==> config.mk <==
export PLATFORM = sky130hd
export DESIGN_NAME = lcd_text_buffer_flat
export DESIGN_NICKNAME = d
export VERILOG_FILES = /design/src/rtl/lcd_text_buffer_if.sv /design/src/rtl/lcd_text_buffer.sv /design/src/flat_wrapper.sv
export SDC_FILE = /design/constraint.sdc
export NUM_CORES = 1
export LEC_CHECK = 0
export BUFFER_PORTS_ARGS = -buffer_cell sky130_fd_sc_hd__buf_2
export CAP_MARGIN = 20
export CORE_MARGIN = 4
export CORE_UTILIZATION = 60
export CTS_CLUSTER_SIZE = 40
export DETAILED_ROUTE_END_ITERATION = 12
export GPL_TIMING_DRIVEN = 0
export HOLD_SLACK_MARGIN = 0.03
export PLACE_DENSITY = 0.77
export SYNTH_ARGS = -nofsm -noshare
export SYNTH_HDL_FRONTEND = slang
export SYNTH_SLANG_ARGS = --single-unit
==> constraint.sdc <==
create_clock -name clk -period 7.1 [get_ports clk]
set_clock_uncertainty 0.15 [all_clocks]
set_input_delay 0.355 -clock clk [delete_from_list [all_inputs] [get_ports clk]]
set_output_delay 0.355 -clock clk [all_outputs]
set_load 0.05 [all_outputs]
==> src/rtl/lcd_text_buffer_if.sv <==
// Purpose: bundles the cell-write port and the byte stream towards the
//   LCD1602 controller for lcd_text_buffer.
// Signals:
//   wr_en, wr_row, wr_col, wr_char  cell write strobe and target/data
//   clear                           blank-fill request (pulse)
//   out_valid, out_ready            byte stream handshake
//   out_rs, out_data                0 = command, 1 = character; byte value
// Modports: master = game/UI logic plus controller side, slave = the buffer.
interface lcd_text_buffer_if;
  logic       wr_en;
  logic       wr_row;
  logic [3:0] wr_col;
  logic [7:0] wr_char;
  logic       clear;
  logic       out_valid;
  logic       out_ready;
  logic       out_rs;
  logic [7:0] out_data;

  modport master (
    output wr_en, wr_row, wr_col, wr_char, clear, out_ready,
    input  out_valid, out_rs, out_data
  );

  modport slave (
    input  wr_en, wr_row, wr_col, wr_char, clear, out_ready,
    output out_valid, out_rs, out_data
  );
endinterface

==> src/rtl/lcd_text_buffer.sv <==
// Purpose: 2x16 character frame buffer feeding the LCD1602 controller.
//   Cells are written at (row,col); whole frames (address command + 16
//   characters per line, 34 beats) are streamed whenever the buffer is
//   dirty, with an enforced idle gap between frames.
// Ports:
//   clk    system clock, rising edge
//   reset  asynchronous active-low reset
//   bus    slave side of lcd_text_buffer_if (write port + byte stream)
//   busy   high whenever the FSM is not in IDLE
//
// state | meaning
// ------+---------------------------------------------------------------
// CLEAR | blank-fill cells 0..31, one per cycle; writes dropped
// IDLE  | wait for clear request or dirty buffer
// ADDR0 | presenting LINE0_CMD (rs=0)
// CHAR0 | presenting row 0 cell col (rs=1)
// ADDR1 | presenting LINE1_CMD (rs=0)
// CHAR1 | presenting row 1 cell col (rs=1)
// GAP   | REFRESH_GAP idle cycles after a frame
module lcd_text_buffer #(
  parameter int unsigned REFRESH_GAP = 1000,
  parameter logic [7:0]  BLANK_CHAR  = 8'h20,
  parameter logic [7:0]  LINE0_CMD   = 8'h80,
  parameter logic [7:0]  LINE1_CMD   = 8'hC0
) (
  input  logic             clk,
  input  logic             reset,
  lcd_text_buffer_if.slave bus,
  output logic             busy
);

  localparam int unsigned GAP_W = (REFRESH_GAP > 1) ? $clog2(REFRESH_GAP) : 1;
  localparam logic [GAP_W-1:0] GAP_LOAD = GAP_W'(REFRESH_GAP - 1);

  typedef enum logic [2:0] {
    S_CLEAR, S_IDLE, S_ADDR0, S_CHAR0, S_ADDR1, S_CHAR1, S_GAP
  } state_t;

  state_t           state, state_n;
  logic [3:0]       col, col_n, col_inc;
  logic [4:0]       clr_idx, clr_idx_n;
  logic [GAP_W-1:0] gap_cnt, gap_cnt_n;
  logic             dirty, dirty_n;
  logic             clear_pend, clear_pend_n;
  logic             valid_q, valid_n;
  logic             rs_q, rs_n;
  logic [7:0]       data_q, data_n;
  logic             xfer;

  logic [7:0] mem [0:31];

  assign bus.out_valid = valid_q;
  assign bus.out_rs    = rs_q;
  assign bus.out_data  = data_q;
  assign busy          = (state != S_IDLE);
  assign xfer          = valid_q && bus.out_ready;
  assign col_inc       = col + 4'd1;

  // Cell storage needs no reset: the FSM comes out of reset in CLEAR.
  always_ff @(posedge clk) begin
    if (state == S_CLEAR) begin
      mem[clr_idx] <= BLANK_CHAR;
    end else if (bus.wr_en) begin
      mem[{bus.wr_row, bus.wr_col}] <= bus.wr_char;
    end
  end

  always_ff @(posedge clk or negedge reset) begin
    if (!reset) begin
      state      <= S_CLEAR;
      col        <= 4'd0;
      clr_idx    <= 5'd0;
      gap_cnt    <= '0;
      dirty      <= 1'b0;
      clear_pend <= 1'b0;
      valid_q    <= 1'b0;
      rs_q       <= 1'b0;
      data_q     <= 8'h00;
    end else begin
      state      <= state_n;
      col        <= col_n;
      clr_idx    <= clr_idx_n;
      gap_cnt    <= gap_cnt_n;
      dirty      <= dirty_n;
      clear_pend <= clear_pend_n;
      valid_q    <= valid_n;
      rs_q       <= rs_n;
      data_q     <= data_n;
    end
  end

  // The next byte is fetched from the cell array only when the current one
  // transfers, so a stalled byte stays stable even if its cell is rewritten.
  always_comb begin
    state_n      = state;
    col_n        = col;
    clr_idx_n    = clr_idx;
    gap_cnt_n    = gap_cnt;
    dirty_n      = dirty;
    clear_pend_n = clear_pend;
    valid_n      = valid_q;
    rs_n         = rs_q;
    data_n       = data_q;

    case (state)
      S_CLEAR: begin
        clr_idx_n = clr_idx + 5'd1;
        if (clr_idx == 5'd31) begin
          state_n = S_IDLE;
          dirty_n = 1'b1;
        end
      end
      S_IDLE: begin
        if (clear_pend || bus.clear) begin
          state_n      = S_CLEAR;
          clear_pend_n = 1'b0;
          clr_idx_n    = 5'd0;
        end else if (dirty) begin
          state_n = S_ADDR0;
          dirty_n = 1'b0;
          valid_n = 1'b1;
          rs_n    = 1'b0;
          data_n  = LINE0_CMD;
        end
      end
      S_ADDR0: begin
        if (xfer) begin
          state_n = S_CHAR0;
          col_n   = 4'd0;
          rs_n    = 1'b1;
          data_n  = mem[5'd0];
        end
      end
      S_CHAR0: begin
        if (xfer) begin
          if (col == 4'd15) begin
            state_n = S_ADDR1;
            rs_n    = 1'b0;
            data_n  = LINE1_CMD;
          end else begin
            col_n  = col_inc;
            data_n = mem[{1'b0, col_inc}];
          end
        end
      end
      S_ADDR1: begin
        if (xfer) begin
          state_n = S_CHAR1;
          col_n   = 4'd0;
          rs_n    = 1'b1;
          data_n  = mem[5'd16];
        end
      end
      S_CHAR1: begin
        if (xfer) begin
          if (col == 4'd15) begin
            state_n   = S_GAP;
            valid_n   = 1'b0;
            rs_n      = 1'b0;
            data_n    = 8'h00;
            gap_cnt_n = GAP_LOAD;
          end else begin
            col_n  = col_inc;
            data_n = mem[{1'b1, col_inc}];
          end
        end
      end
      S_GAP: begin
        if (gap_cnt == '0) begin
          state_n = S_IDLE;
        end else begin
          gap_cnt_n = gap_cnt - 1'b1;
        end
      end
      default: state_n = S_IDLE;
    endcase

    // A clear arriving mid-frame waits for the next IDLE; during CLEAR it
    // is redundant and dropped.
    if (bus.clear && state != S_IDLE && state != S_CLEAR) begin
      clear_pend_n = 1'b1;
    end

    // Placed last so a write in the IDLE->ADDR0 cycle keeps dirty set.
    if (bus.wr_en && state != S_CLEAR) begin
      dirty_n = 1'b1;
    end
  end

endmodule

==> src/flat_wrapper.sv <==
// flat-port wrapper written by rule: the top's interface ports become plain ports
module lcd_text_buffer_flat 
#(
  parameter int unsigned REFRESH_GAP = 1000,
  parameter logic [7:0]  BLANK_CHAR  = 8'h20,
  parameter logic [7:0]  LINE0_CMD   = 8'h80,
  parameter logic [7:0]  LINE1_CMD   = 8'hC0
)
  (clk, reset, busy, bus_wr_en, bus_wr_row, bus_wr_col, bus_wr_char, bus_clear, bus_out_ready, bus_out_valid, bus_out_rs, bus_out_data);
  lcd_text_buffer_if bus_i ();
  input  logic clk;
  input  logic reset;
  output logic busy;
  input wire logic [$bits(bus_i.wr_en)-1:0] bus_wr_en;
  input wire logic [$bits(bus_i.wr_row)-1:0] bus_wr_row;
  input wire logic [$bits(bus_i.wr_col)-1:0] bus_wr_col;
  input wire logic [$bits(bus_i.wr_char)-1:0] bus_wr_char;
  input wire logic [$bits(bus_i.clear)-1:0] bus_clear;
  input wire logic [$bits(bus_i.out_ready)-1:0] bus_out_ready;
  output wire logic [$bits(bus_i.out_valid)-1:0] bus_out_valid;
  output wire logic [$bits(bus_i.out_rs)-1:0] bus_out_rs;
  output wire logic [$bits(bus_i.out_data)-1:0] bus_out_data;
  assign bus_i.wr_en = bus_wr_en;
  assign bus_i.wr_row = bus_wr_row;
  assign bus_i.wr_col = bus_wr_col;
  assign bus_i.wr_char = bus_wr_char;
  assign bus_i.clear = bus_clear;
  assign bus_i.out_ready = bus_out_ready;
  assign bus_out_valid = bus_i.out_valid;
  assign bus_out_rs = bus_i.out_rs;
  assign bus_out_data = bus_i.out_data;
  lcd_text_buffer #(.REFRESH_GAP(REFRESH_GAP), .BLANK_CHAR(BLANK_CHAR), .LINE0_CMD(LINE0_CMD), .LINE1_CMD(LINE1_CMD)) u_core (.clk(clk), .reset(reset), .bus(bus_i), .busy(busy));
endmodule
==> flow_summary.toml <==
[yosys]
synth.ff_latch_count = 290
synth_edf_count = 256
synthCells = 782
yosysWarnings = 0
ys_types = 57
ys_async_sr_fraction_pct = 11.7
syn-num-nets = 804
syn_area_per_cell_um2 = 15.6
synth_seq_area_share_pct = 70.1
syn_area_um2 = 12200
synth-main-ff-cell = "edfxtp_1"

[cts]
cts_max_path_buffers = 3
numCtsBuffers = 29
htree_levels = 1
insertion_delay_ns = 0.55
cts_tree = "yes"
clk_pin_slew_worst_paths_ns = 0.06
cts.sinks = 290
cts-root-buf = "clkbuf_16"

[sta]
drv_slew = 0
slew_headroom_pct = 20.8
rsz0062_at_grt = "no"
min_period_over_period_pct = 46.2
hold_viol = 0
final.min_clock_period_ns = 3.28
tns_ns = 0
finalSetupViolCount = 0
worst_pin_slew_ns = 1.18
fmax_mhz = 305

[floorplan]
dieArea_um2 = 22600
die-height_um = 150
coreArea_um2 = 19700
std_cell_rows = 51
start_util_pct = 61.8
chipWidth_um = 150
ios = 29

[route]
first_pass_iters = 5
wirelength_mm = 29.6
num_vias = 7442
dr.first_iter.drc_count = 904
detail_route.wl_per_cell_um = 25.9
drc = 0
drt.antenna.violating_nets = 0
via_per_inst = 6.52

[global_routing]
grt_most_used_layer = "met2"
antenna_found_initial = 0
use_met1_pct = 35.2
grtUsageMet3_pct = 6.74
grt-ovfl-total = 0
track_usage_pct = 26.2
grt_pass1_vias = 7293
grt_pass1_wl_mm = 43.4
grtUsageMet2_pct = 42.4
grt_max_degree = 35

[layout]
mostFrequentLayoutCells = "edfxtp_1, nand2_1, nor2_1, mux2i_1, buf_2"
antenna_cells = 0
drive_above_1_share_pct = 17.7
n_fill_cell = 1249
area_delta_synth_final_pct = 13.0
layout.cells.most_common = "edfxtp_1"
finish.instance_area_um2 = 13800
nets = 876

[worst_setup_path]
endpoint_kind = "flop"
cp_cell_sequence = "buf_6, clkbuf_1, nor3_2, nor3b_1, a31oi_1, nor2_1"
cp_slowest_cell = "a31oi_1"
critPathLaunchType = "flop"
crit_fanout = 10
crit_type = "reg2reg"
crit_buf_inv = 2
required_ns = 7.13
reg2reg_depth = 6
worstPathArrival_ns = 3.31
rrSetupSlack_ns = 3.82
cpLargestDelayFamily = "simple AND/OR/NAND/NOR gates"
worstReg2RegStart = "u_core.state[2]$_DFFE_PN0P_"
slowest_delay_ns = 0.88
r2r_end = "u_core.mem[23][6]$_DFFE_PP_"

[worst_hold_path]
holdPathStages = 4
hp-class = "in2reg"
hold_path_end = "u_core.bus.out_valid$_DFFE_PN0P_"
hp-start = "bus_out_ready"

[power_and_ir_drop]
ir_drop_v = 0.000231
p_leak_uw = 0.00407
power-per-cell-area_nw_per_um2 = 240

[placed_design]
place.gp.congestion = 0.966
numPortBuffers = 28
dpl-instance-area_um2 = 12700
hpwl_mm = 20.1

[job]
drv_cap = 0

[outcome]
outcome = "complete, no violations"
routing by layer:
| layer | vias to the layer above | routed length (um) | part of all wire (%) |
|---|---|---|---|
| met1 | 3705 | 11400 | 38 |
| met4 | 0 | 1080 | 3.7 |
| met3 | 80 | 3100 | 10 |
| li1 | 3205 | - | - |
| met2 | 452 | 14000 | 47 |
| met5 | - | 0 | 0 |
registers in the layout, summed over array words and instances (netlist names):
signal / cells
u_core.clr_idx: 5
u_core.col: 4
u_core.clear_pend: 1
u_core.bus.out_data: 8
u_core.gap_cnt: 10
u_core.dirty: 1
u_core.bus.out_valid: 1
u_core.state: 3
u_core.mem: 256
u_core.bus.out_rs: 1
where the power goes:
part           leakage [uW]  switching [uW]  total, uW  internal [uW]
clock network      0.000439             612       1460            844
logic               0.00137            7.89       12.9           4.96
registers           0.00226               0       1830           1830
total               0.00407             620       3300           2680
synthesized netlist by cell type (11+ instances only):
master    count  share of area, %
nor2b_1      11              0.57
a22o_1       13              0.93
a22oi_1      17               1.0
buf_2        17              0.70
nand2_1      86               2.7
edfxtp_1    256                63
mux2i_1      49               4.0
mux4_2       38               7.0
clkbuf_1     14              0.43
nor2_1       50               1.5
nor3_1       11              0.45
dfrtp_1      34               7.0
o21ai_0      29               1.2
a21oi_1      33               1.4
worst max path at each step:
stage                                            from                          end  cells after the start
after detailed placement  u_core.state[2]$_DFFE_PN0P_   u_core.mem[7][7]$_DFFE_PP_                      6
final                     u_core.state[2]$_DFFE_PN0P_  u_core.mem[23][6]$_DFFE_PP_                      6
after CTS                 u_core.state[2]$_DFFE_PN0P_   u_core.mem[7][1]$_DFFE_PP_                      6
after global routing      u_core.state[2]$_DFFE_PN0P_  u_core.mem[19][3]$_DFFE_PP_                      6
after global placement    u_core.state[2]$_DFFE_PN0P_  u_core.mem[20][4]$_DFFE_PP_                      6
after floorplan           u_core.state[2]$_DFFE_PN0P_   u_core.mem[6][0]$_DFFE_PP_                      7
cell families (layout without fill, tap and decap cells):
| logic type | count (synthesis) | count (layout) | share of synthesized area, % |
|---|---|---|---|
| buffers and inverters | 51 | 146 | 2.24 |
| muxes | 88 | 88 | 11.2 |
| AOI/OAI and AO/OA | 131 | 131 | 7.21 |
| and+or+nand+nor | 210 | 210 | 8.23 |
| adders and majority gates | 4 | 4 | 0.411 |
| DFF | 290 | 290 | 70.1 |
| xor gates and xnor gates | 8 | 8 | 0.637 |
what timing repair did:
item / CTS / global route
hold buffers: 2 / 0
hold endpoints to repair: 35 / 0
setup buffers: 0 / 0
resized for setup: 0 / 0
layout make-up:
| cell class | instances | area (um2) | area share [%] |
|---|---|---|---|
| Clock buffer | 39 | 783 | 5.69 |
| Sequential cell | 290 | 8540 | 62.1 |
| Clock inverter | 15 | 126 | 0.918 |
| Tap cell | 265 | 332 | 2.41 |
| Timing Repair Buffer | 41 | 338 | 2.46 |
| Buffer | 43 | 243 | 1.76 |
| Inverter | 8 | 30.0 | 0.218 |
| Multi-Input combinational cell | 441 | 3370 | 24.5 |
worst register-to-register path: stages (launching register included):
cell	delay (ns)
dfrtp_1	0.38
buf_6	0.14
clkbuf_1	0.21
nor3_2	0.56
nor3b_1	0.12
a31oi_1	0.88
nor2_1	0.48
per-stage QoR:
step / util, % / hold slack [ns] / instances / total power, uW / worst slack (ns)
floorplan: - / -0.0906 / 782 / 1870 / 4.62
global placement: 64.2 / 0.292 / 1075 / 1880 / 3.83
detailed placement: 64.4 / 0.307 / 1080 / 1880 / 3.95
CTS: 69.1 / 0.0767 / 1136 / 3310 / 3.91
global route: 69.8 / 0.132 / 1142 / 3380 / 3.70
finish: 69.8 / 0.0930 / 1142 / 3300 / 3.82
Note: power is estimated with default switching activity, not from simulation.
